`src/rtl/dmem_pkg.sv`:
```
// dmem_pkg
// Shared definitions for the data-memory bridge: funct3 width codes, the
// bridge FSM state type, and helpers that derive byte strobes and detect
// requests the bridge refuses to issue (misaligned or illegal width).
package dmem_pkg;

    // funct3 access width codes as seen by the MEM stage
    localparam logic [2:0] W_B   = 3'b000;
    localparam logic [2:0] W_H   = 3'b001;
    localparam logic [2:0] W_W   = 3'b010;
    localparam logic [2:0] W_D   = 3'b011;
    localparam logic [2:0] W_BU  = 3'b100;
    localparam logic [2:0] W_HU  = 3'b101;
    localparam logic [2:0] W_WU  = 3'b110;
    localparam logic [2:0] W_ILL = 3'b111;

    typedef enum logic [1:0] {
        S_IDLE,
        S_REQ,
        S_WAIT,
        S_DONE
    } dmem_state_e;

    // Byte strobes for an access of the given width starting at byte lane.
    function automatic logic [7:0] strobe_for(input logic [2:0] width,
                                              input logic [2:0] lane);
        logic [7:0] s;
        case (width)
            W_B, W_BU: s = 8'h01 << lane;
            W_H, W_HU: s = 8'h03 << lane;
            W_W, W_WU: s = 8'h0F << lane;
            W_D:       s = 8'hFF;
            default:   s = 8'h00;
        endcase
        return s;
    endfunction

    // True when the request must be rejected: the access crosses its natural
    // alignment, or the width code is the reserved one.
    function automatic logic is_misaligned(input logic [2:0] width,
                                           input logic [2:0] lane);
        logic bad;
        case (width)
            W_H, W_HU: bad = lane[0];
            W_W, W_WU: bad = (lane[1:0] != 2'b00);
            W_D:       bad = (lane != 3'b000);
            W_ILL:     bad = 1'b1;
            default:   bad = 1'b0;
        endcase
        return bad;
    endfunction

endpackage

```
`src/rtl/load_formatter.sv`:
```
// load_formatter
// Combinational load-data formatter. Moves the addressed lane of the 64-bit
// bus word down to bit 0, truncates to the access width and sign- or
// zero-extends (b/h/w signed, bu/hu/wu/d unsigned).
// Ports:
//   bus_rdata  in  64  raw bus read word
//   lane       in  3   byte offset of the access inside the word
//   width      in  3   funct3 width code
//   load_data  out 64  formatted load value
module load_formatter
    import dmem_pkg::*;
(
    input  logic [63:0] bus_rdata,
    input  logic [2:0]  lane,
    input  logic [2:0]  width,
    output logic [63:0] load_data
);

    logic [63:0] shifted;

    always_comb begin
        shifted   = bus_rdata >> {lane, 3'b000};
        load_data = shifted;
        case (width)
            W_B:     load_data = {{56{shifted[7]}},  shifted[7:0]};
            W_H:     load_data = {{48{shifted[15]}}, shifted[15:0]};
            W_W:     load_data = {{32{shifted[31]}}, shifted[31:0]};
            W_BU:    load_data = {56'd0, shifted[7:0]};
            W_HU:    load_data = {48'd0, shifted[15:0]};
            W_WU:    load_data = {32'd0, shifted[31:0]};
            default: load_data = shifted;
        endcase
    end

endmodule

```
`src/rtl/dmem_bridge.sv`:
```
// dmem_bridge
// Bridge between the MEM stage and a variable-latency 64-bit memory bus.
// A legal request is latched in IDLE, issued as one aligned bus transaction
// (REQ), completed by the bus response (WAIT), and released to the pipeline
// for exactly one cycle (DONE). The pipeline is held through stall_out.
// Ports:
//   clk, rst                         clock, synchronous active-high reset
//   mem_read, mem_write              MEM-stage request strobes (write wins)
//   addr_in, wdata_in, width_in      byte address, right-aligned store data, funct3
//   rdata_out                        formatted load data (registered)
//   stall_out                        pipeline hold (combinational)
//   misalign_err, bus_err            one-cycle error pulses
//   bus_req_valid/bus_req_ready      bus request handshake
//   bus_addr, bus_we, bus_wstrb,
//   bus_wdata                        latched bus request fields
//   bus_resp_valid, bus_rdata        bus response
module dmem_bridge
    import dmem_pkg::*;
#(
    parameter int TIMEOUT = 255
) (
    input  logic        clk,
    input  logic        rst,
    input  logic        mem_read,
    input  logic        mem_write,
    input  logic [63:0] addr_in,
    input  logic [63:0] wdata_in,
    input  logic [2:0]  width_in,
    output logic [63:0] rdata_out,
    output logic        stall_out,
    output logic        misalign_err,
    output logic        bus_err,
    output logic        bus_req_valid,
    input  logic        bus_req_ready,
    output logic [63:0] bus_addr,
    output logic        bus_we,
    output logic [7:0]  bus_wstrb,
    output logic [63:0] bus_wdata,
    input  logic        bus_resp_valid,
    input  logic [63:0] bus_rdata
);

    localparam int CNT_W = (TIMEOUT > 255) ? $clog2(TIMEOUT + 1) : 8;

    dmem_state_e      state;
    logic [2:0]       width_q;
    logic [2:0]       lane_q;
    logic [CNT_W-1:0] tmo_cnt;
    logic [63:0]      load_data;
    logic             req_any;
    logic             req_bad;
    logic             tmo_hit;

    assign req_any = mem_read | mem_write;
    assign req_bad = is_misaligned(width_in, addr_in[2:0]);

    // Hold the pipeline from the cycle the request is seen until DONE.
    assign stall_out = (state == S_REQ) || (state == S_WAIT) ||
                       ((state == S_IDLE) && req_any && !req_bad);

    assign bus_req_valid = (state == S_REQ);

    // tmo_cnt counts REQ+WAIT cycles from 0, so the TIMEOUT-th cycle is the last.
    assign tmo_hit = (TIMEOUT != 0) && (tmo_cnt == CNT_W'(TIMEOUT - 1));

    load_formatter u_load_formatter (
        .bus_rdata (bus_rdata),
        .lane      (lane_q),
        .width     (width_q),
        .load_data (load_data)
    );

    always_ff @(posedge clk) begin
        if (rst) begin
            state        <= S_IDLE;
            rdata_out    <= '0;
            misalign_err <= 1'b0;
            bus_err      <= 1'b0;
            bus_addr     <= '0;
            bus_we       <= 1'b0;
            bus_wstrb    <= '0;
            bus_wdata    <= '0;
            width_q      <= '0;
            lane_q       <= '0;
            tmo_cnt      <= '0;
        end else begin
            misalign_err <= 1'b0;
            bus_err      <= 1'b0;
            case (state)
                S_IDLE: begin
                    if (req_any) begin
                        if (req_bad) begin
                            misalign_err <= 1'b1;
                        end else begin
                            bus_addr  <= {addr_in[63:3], 3'b000};
                            bus_we    <= mem_write;
                            bus_wstrb <= strobe_for(width_in, addr_in[2:0]);
                            bus_wdata <= wdata_in << {addr_in[2:0], 3'b000};
                            width_q   <= width_in;
                            lane_q    <= addr_in[2:0];
                            tmo_cnt   <= '0;
                            state     <= S_REQ;
                        end
                    end
                end
                S_REQ: begin
                    // Timeout wins over a same-cycle handshake: the bridge
                    // abandons the transaction and any later response is stale.
                    if (tmo_hit) begin
                        bus_err <= 1'b1;
                        if (!bus_we) rdata_out <= '0;
                        state <= S_DONE;
                    end else begin
                        tmo_cnt <= tmo_cnt + 1'b1;
                        if (bus_req_ready) state <= S_WAIT;
                    end
                end
                S_WAIT: begin
                    // A response in the final allowed cycle still completes normally.
                    if (bus_resp_valid) begin
                        if (!bus_we) rdata_out <= load_data;
                        state <= S_DONE;
                    end else if (tmo_hit) begin
                        bus_err <= 1'b1;
                        if (!bus_we) rdata_out <= '0;
                        state <= S_DONE;
                    end else begin
                        tmo_cnt <= tmo_cnt + 1'b1;
                    end
                end
                S_DONE: begin
                    state <= S_IDLE;
                end
                default: begin
                    state <= S_IDLE;
                end
            endcase
        end
    end

endmodule

```
`config.mk`:
```
export PLATFORM = sky130hd
export DESIGN_NAME = dmem_bridge
export DESIGN_NICKNAME = d
export VERILOG_FILES = /design/src/rtl/dmem_pkg.sv /design/src/rtl/load_formatter.sv /design/src/rtl/dmem_bridge.sv
export SDC_FILE = /design/constraint.sdc
export NUM_CORES = 1
export LEC_CHECK = 0
export BUFFER_PORTS_ARGS = -buffer_cell sky130_fd_sc_hd__buf_2
export CORE_MARGIN = 5
export CORE_UTILIZATION = 25
export DETAILED_ROUTE_END_ITERATION = 10
export GPL_TIMING_DRIVEN = 1
export HOLD_SLACK_MARGIN = 0.06
export SYNTH_ARGS = -nofsm -noshare
export SYNTH_HDL_FRONTEND = slang
export SYNTH_HIERARCHICAL = 1
export SYNTH_SLANG_ARGS = --single-unit
```
`constraint.sdc`:
```
create_clock -name clk -period 1.9 [get_ports clk]
set_input_delay 0.095 -clock clk [delete_from_list [all_inputs] [get_ports clk]]
set_output_delay 0.095 -clock clk [all_outputs]
set_load 0.02 [all_outputs]
```
After elaboration in Yosys (flattened, before gate mapping)
Index checks and enable logic that the tools add are counted.

word-level totals
  bits of input ports = 201
  logic and storage cells = 87
  register bits = 216
  output and inout port bits = 205

cells by class
  equality and inequality tests = 22
  shifts and indexed selects = 5
  bitwise logic cells = 4
  mux-type cells = 24
  reduce and logical (&&, ||, !) cells = 20
  add/subtract/negate cells = 1

operators with widths
  kind                                                  number
  case mux 64 bit (6 select lines)                      1
  two-way mux 64 bit                                    4
  case mux 64 bit (2 select lines)                      1
  << shifter 64 x 6 -> 64 bit                           1
  >> shifter 64 x 6 -> 64 bit                           1
  two-way mux 8 bit                                     4
  case mux 8 bit (4 select lines)                       1
  case mux 8 bit (3 select lines)                       1
  equality test 3 bit (second input constant)           7
  two-way mux 2 bit                                     6
  equality test 3 x 2 -> 1 bit (second input constant)  3
  adder 8 x 1 -> 8 bit (second input constant)          1
  equality test 8 bit (second input constant)           1
  case mux 2 bit (4 select lines)                       1
  AND reduction 4 bit                                   2
  << shifter 1 x 3 -> 8 bit (first input constant)      1
  << shifter 2 x 3 -> 8 bit (first input constant)      1
  << shifter 4 x 3 -> 8 bit (first input constant)      1
  equality test 3 x 1 -> 1 bit (second input constant)  2
  logical NOT 3 bit                                     2
  inequality test 2 bit (second input constant)         3
  inequality test 3 bit (second input constant)         2
  nonzero test 3 bit                                    2
  OR reduction 2 bit                                    3
  16 further kinds                                      24

Logic depth before layout (Yosys ltp)
  depth in word-level cells = 6
  mapped depth = 9
  gate-level depth less buffers = 7

Modules after synthesis
Netlist, hierarchy kept.

by module, submodules not included
  module          instances  cells an instance  area each (um^2)  sequential area each (um^2)
  dmem_bridge     1          1059               9211.3            4324.1
  load_formatter  1          293                2338.5            0.0

Least setup slack after synthesis
OpenSTA, ideal clock, no wires.

  path type = register to register
  start = register lane_q[1]
  end = register rdata_out[16]
  period minus slack after synthesis = 1.998 ns
  path buffers = 3
  setup slack = -0.098 ns
  arrival = 1.939 ns
  library setup time = 0.060 ns
  stages on the path, launching flop included = 9
  required time = 1.840 ns
  cell sequence = dfxtp_1 > buf_6 > mux2i_1 > mux4_2 > or4_4 > buf_6 > buf_6 > nand3_1 > a22o_1

between the ends
  word-level cells in the longest chain between the ends = 5

ends and longest elaborated chain
  what                              RTL line              source
  from (decl)                       dmem_bridge.sv:47     logic [2:0] lane_q;
  from (signal assigned)            dmem_bridge.sv:100    lane_q <= addr_in[2:0];
  >> shifter 64 x 6 -> 64 bit       load_formatter.sv:22  shifted = bus_rdata >> {lane, 3'b000};
  case mux 64 bit (6 select lines)  load_formatter.sv:24  case (width)
  via load_data[16]                 dmem_bridge.sv:49     logic [63:0] load_data;
  two-way mux 64 bit                dmem_bridge.sv:121    if (!bus_we) rdata_out <= load_data;
  two-way mux 64 bit                dmem_bridge.sv:120    if (bus_resp_valid) begin
  case mux 64 bit (2 select lines)  dmem_bridge.sv:89     case (state)
  to (signal assigned)              dmem_bridge.sv:121
  to (decl)                         dmem_bridge.sv:29     output logic [63:0] rdata_out,

The timed path passes the listed nets, and every way through them passes these cells. The select of a mux whose other input is x is not followed.
A chain may end at the register's enable or synchronous reset.

Worst setup path after layout
  start = register lane_q[1]
  end = register rdata_out[33]

The elaborated chain is that of the path after synthesis.

==> summary.md <==
| Metric | Value |
|---|---|
| CTS Root Cell | `clkbuf_16` |
| Total of max-cap violations | `0` |
| Port Buffer Count | `about 400` |
| Worst Setup End Kind | `flop` |
| Vias in the first global route | `approximately 13000` |
| Routed Antenna Nets | `0` |
| Avg Vias per Cell | `5.06` |
| Post-synthesis sequential area ratio | `0.374` |
| Cell Area, Placed | `around 0.015 mm^2` |
| Clock Sinks | `216` |
| Flop-to-flop setup slack | `-160 ps` |
| All-Layer GR Usage | `0.182` |
| Pwr dens | `1150 mW/mm^2` |
| Prevailing post-synth register cell | `dfxtp_1` |
| Ports | `406` |
| Final Instance Area | `0.0172 mm^2` |
| Arrival time worst endpoint | `2560 ps` |
| Hold crit path type | `input port to flop` |
| HPWL after DPL | `36.8 mm` |
| WHS Path Cells | `5` |
| Peak Freq | `486 MHz` |
| Die width | `225 um` |
| Worst r2r path cells | `6` |
| Worst Hold Endpoint | `rdata_out[3]` |
| Global-route wire length before repair | `roughly 74 mm` |
| Die ar. | `0.0506 mm^2` |
| Pwr Total | `19700 uW` |
| Worst clock skew | `8.06 ps` |
| Final setup viols | `54` |
| Final worst setup slack | `-157 ps` |
| Leakage power | `0.00759 uW` |
| Synth unique cells | `63` |
| Final period util | `1.08` |
| Clk_lat worst skew | `roughly 560 ps` |
| CTS H-Tree Depth | `1` |
| 1st-iter DRT viols | `921` |
| Initial antenna violation count | `7` |
| Synthesized area | `0.0115 mm^2` |
| Share of post-route cells with drive strength above 1 | `0.359` |
| Final Instance Count excl. Fillers | `~2500` |
| CP Class | `flop to flop` |
| Synth warn | `6` |
| Count leader, synth | `nand2_1` |
| NumNets Final | `2108` |
| Startpoint Class | `flop` |
| Max VDD drop | `0.000826 V` |
| Reg-to-Reg Start | `lane_q[1]` |
| Number of synthesized flops with an enable pin | `0` |
| Die extent in y | `225 um` |
| Fin. max-slew vios | `0` |
| DRC errors left | `0` |
| Fin crit period | `2060 ps` |
| Synth area leaders | `dfxtp_1 (37%), nand2_1 (7.9%), mux4_2 (6.8%)` |
| Placer Congestion | `roughly 0.91` |
| R2r endpoint | `rdata_out[33]` |
| Clk slew on worst S/H paths | `~60 ps` |
| Max-slew headroom | `0.654` |
| Final wirelength | `between 40 and 50 mm` |
| Final hold viol count | `0` |
| Worst-Margin Slew | `518 ps` |
| Crit-path max FO | `22` |
| Synth area leader | `dfxtp_1` |
| Routed via count | `12800` |
| Worst hold margin | `87.3 ps` |
| CTS Buffer Depth | `3` |
| Syn avg cell area | `8.54 um^2` |
| Initial Utilization | `0.253` |
| Violated checks | `setup timing` |
| Synth-to-Final Area Change | `48.8%` |
| CP max stage cell | `or4_4` |
| Yosys top cell area share | `0.374` |
| Fillers | `~4600` |
| Crit path buf inv count | `1` |
| Status | `finished, violations left` |
| Commonest cells in the netlist | `nand2_1 (244), dfxtp_1 (216), a21oi_1 (137), clkbuf_1 (79), mux2i_1 (76)` |
| Unrepaired setup endpoints after global routing | `true` |
| Critical Path Max Stage Delay | `approximately 520 ps` |
| Wire per inst | `19.6 um` |
| Synthesized netlist cell count | `roughly 1400` |
| Largest net degree at the start of global routing | `76` |
| Rows | `78` |
| Cell Chain, Critical Path | `mux2i_1 -> mux4_2 -> or4_4 -> buf_12 -> nand4_1 -> a22o_1` |
| CTS buffer count | `29` |
| Synth Register Bits | `216` |
| Synth async-reset ratio | `0` |
| Total gr overflow | `0` |
| Critical Path RT | `2400 ps` |
| Post-Route Setup TNS | `-4740 ps` |
| Drt first pass iters | `8` |
| Core area | `between 0.04 and 0.05 mm^2` |
| HP Start | `bus_rdata[3]` |
| Top delay family on crit path | `simple AND/OR/NAND/NOR gates` |
| Inst Count DP | `2351` |
| CTS tree | `done` |
## state kept, by name, summed over array words and instances (netlist names)
name,flops
width_q,3
misalign_err,1
bus_err,1
bus_wdata,64
bus_wstrb,8
bus_addr,61
bus_we,1
lane_q,3
tmo_cnt,8
rdata_out,64
state,2
## layer usage
layer | wire length [um] | GRT usage | part of all wire | up-vias
met1 | 20200 | 0.231 | 0.41 | 6111
met2 | 23400 | 0.306 | 0.47 | 557
met4 | 1530 | 0.0511 | 0.031 | 6
met5 | 34 | 0 | 0.00069 | -
met3 | 4370 | 0.0485 | 0.088 | 93
li1 | - | - | - | 6008
## report_power, final
part,internal [uW],switching [uW]
combinational,3670,5050
sequential,5300,514
clock,2990,2200
## tightest hold or removal path, cell delays in order
cell and delay (ps):
buf_2 90, mux4_2 220, nand2_1 50, nand2_1 60, a22o_1 110
## how the worst max path moves through the flow
| stage | startpoint | slack, ps | cells after the start | to |
|---|---|---|---|---|
| 2_1_floorplan | lane_q[1] | -60 | 8 | rdata_out[16] |
| 3_3_place_gp | lane_q[1] | -140 | 6 | rdata_out[52] |
| 3_5_place_dp | lane_q[1] | -190 | 6 | rdata_out[50] |
| 4_1_cts | lane_q[1] | -130 | 6 | rdata_out[49] |
| 5_1_grt | lane_q[1] | -210 | 6 | rdata_out[54] |
| 6_report | lane_q[1] | -160 | 6 | rdata_out[33] |
## logic make-up after synthesis
| kind of cell | share of synthesized area |
|---|---|
| AO/OA/AOI/OAI | 0.201 |
| buffers and inverters | 0.0547 |
| adder cells (fa/ha/maj) | 0.0119 |
| flip-flops | 0.374 |
| multiplexers | 0.154 |
| AND/OR/NAND/NOR | 0.204 |
| other | 0.000325 |
## stage by stage
stage	setup slack, ps	util
4_1_cts	-133	0.373
2_1_floorplan	-55.0	-
5_1_grt	-212	0.377
6_report	-157	0.377
3_3_place_gp	-145	0.328
3_5_place_dp	-190	0.328
## cell usage in the layout (no fill, tap or decap), drive strengths merged, types with 6 or more instances in the layout
cell type,count
inv,16
ha,11
dfxtp,216
clkbuf,36
and2,12
clkinv,11
a311oi,6
nor3,22
nand3,43
a221o,8
o211ai,9
mux2,20
buf,539
or3,15
diode,7
a211oi,29
nand4,32
nor2,66
a22o,67
mux2i,76
dlygate4sd3,99
or2,7
a2bb2oi,7
nor2b,28
o2bb2ai,8
a31oi,8
o21ai,39
and3,9
mux4,35
nand2,245
a21oi,138
## final cells by class
type	count	area, um^2	area share
multi-input combinational	995	6760	0.393
timing repair buffer	639	4370	0.254
sequential	216	4330	0.252
clock buffer	35	758	0.0441
tap	600	751	0.0437
clock inverter	16	141	0.00823
inverter	15	56.3	0.00328
antenna	7	17.5	0.00102
## repair_timing
item	CTS	global route
hold buffers	99	0
endpoints found under the hold margin	126	0
endpoints found under the setup margin	153	84
cloned	0	1
buffers inserted	9	5
gates resized for setup	20	27
pin swaps	3	17
(Power assumes the default switching activity.)
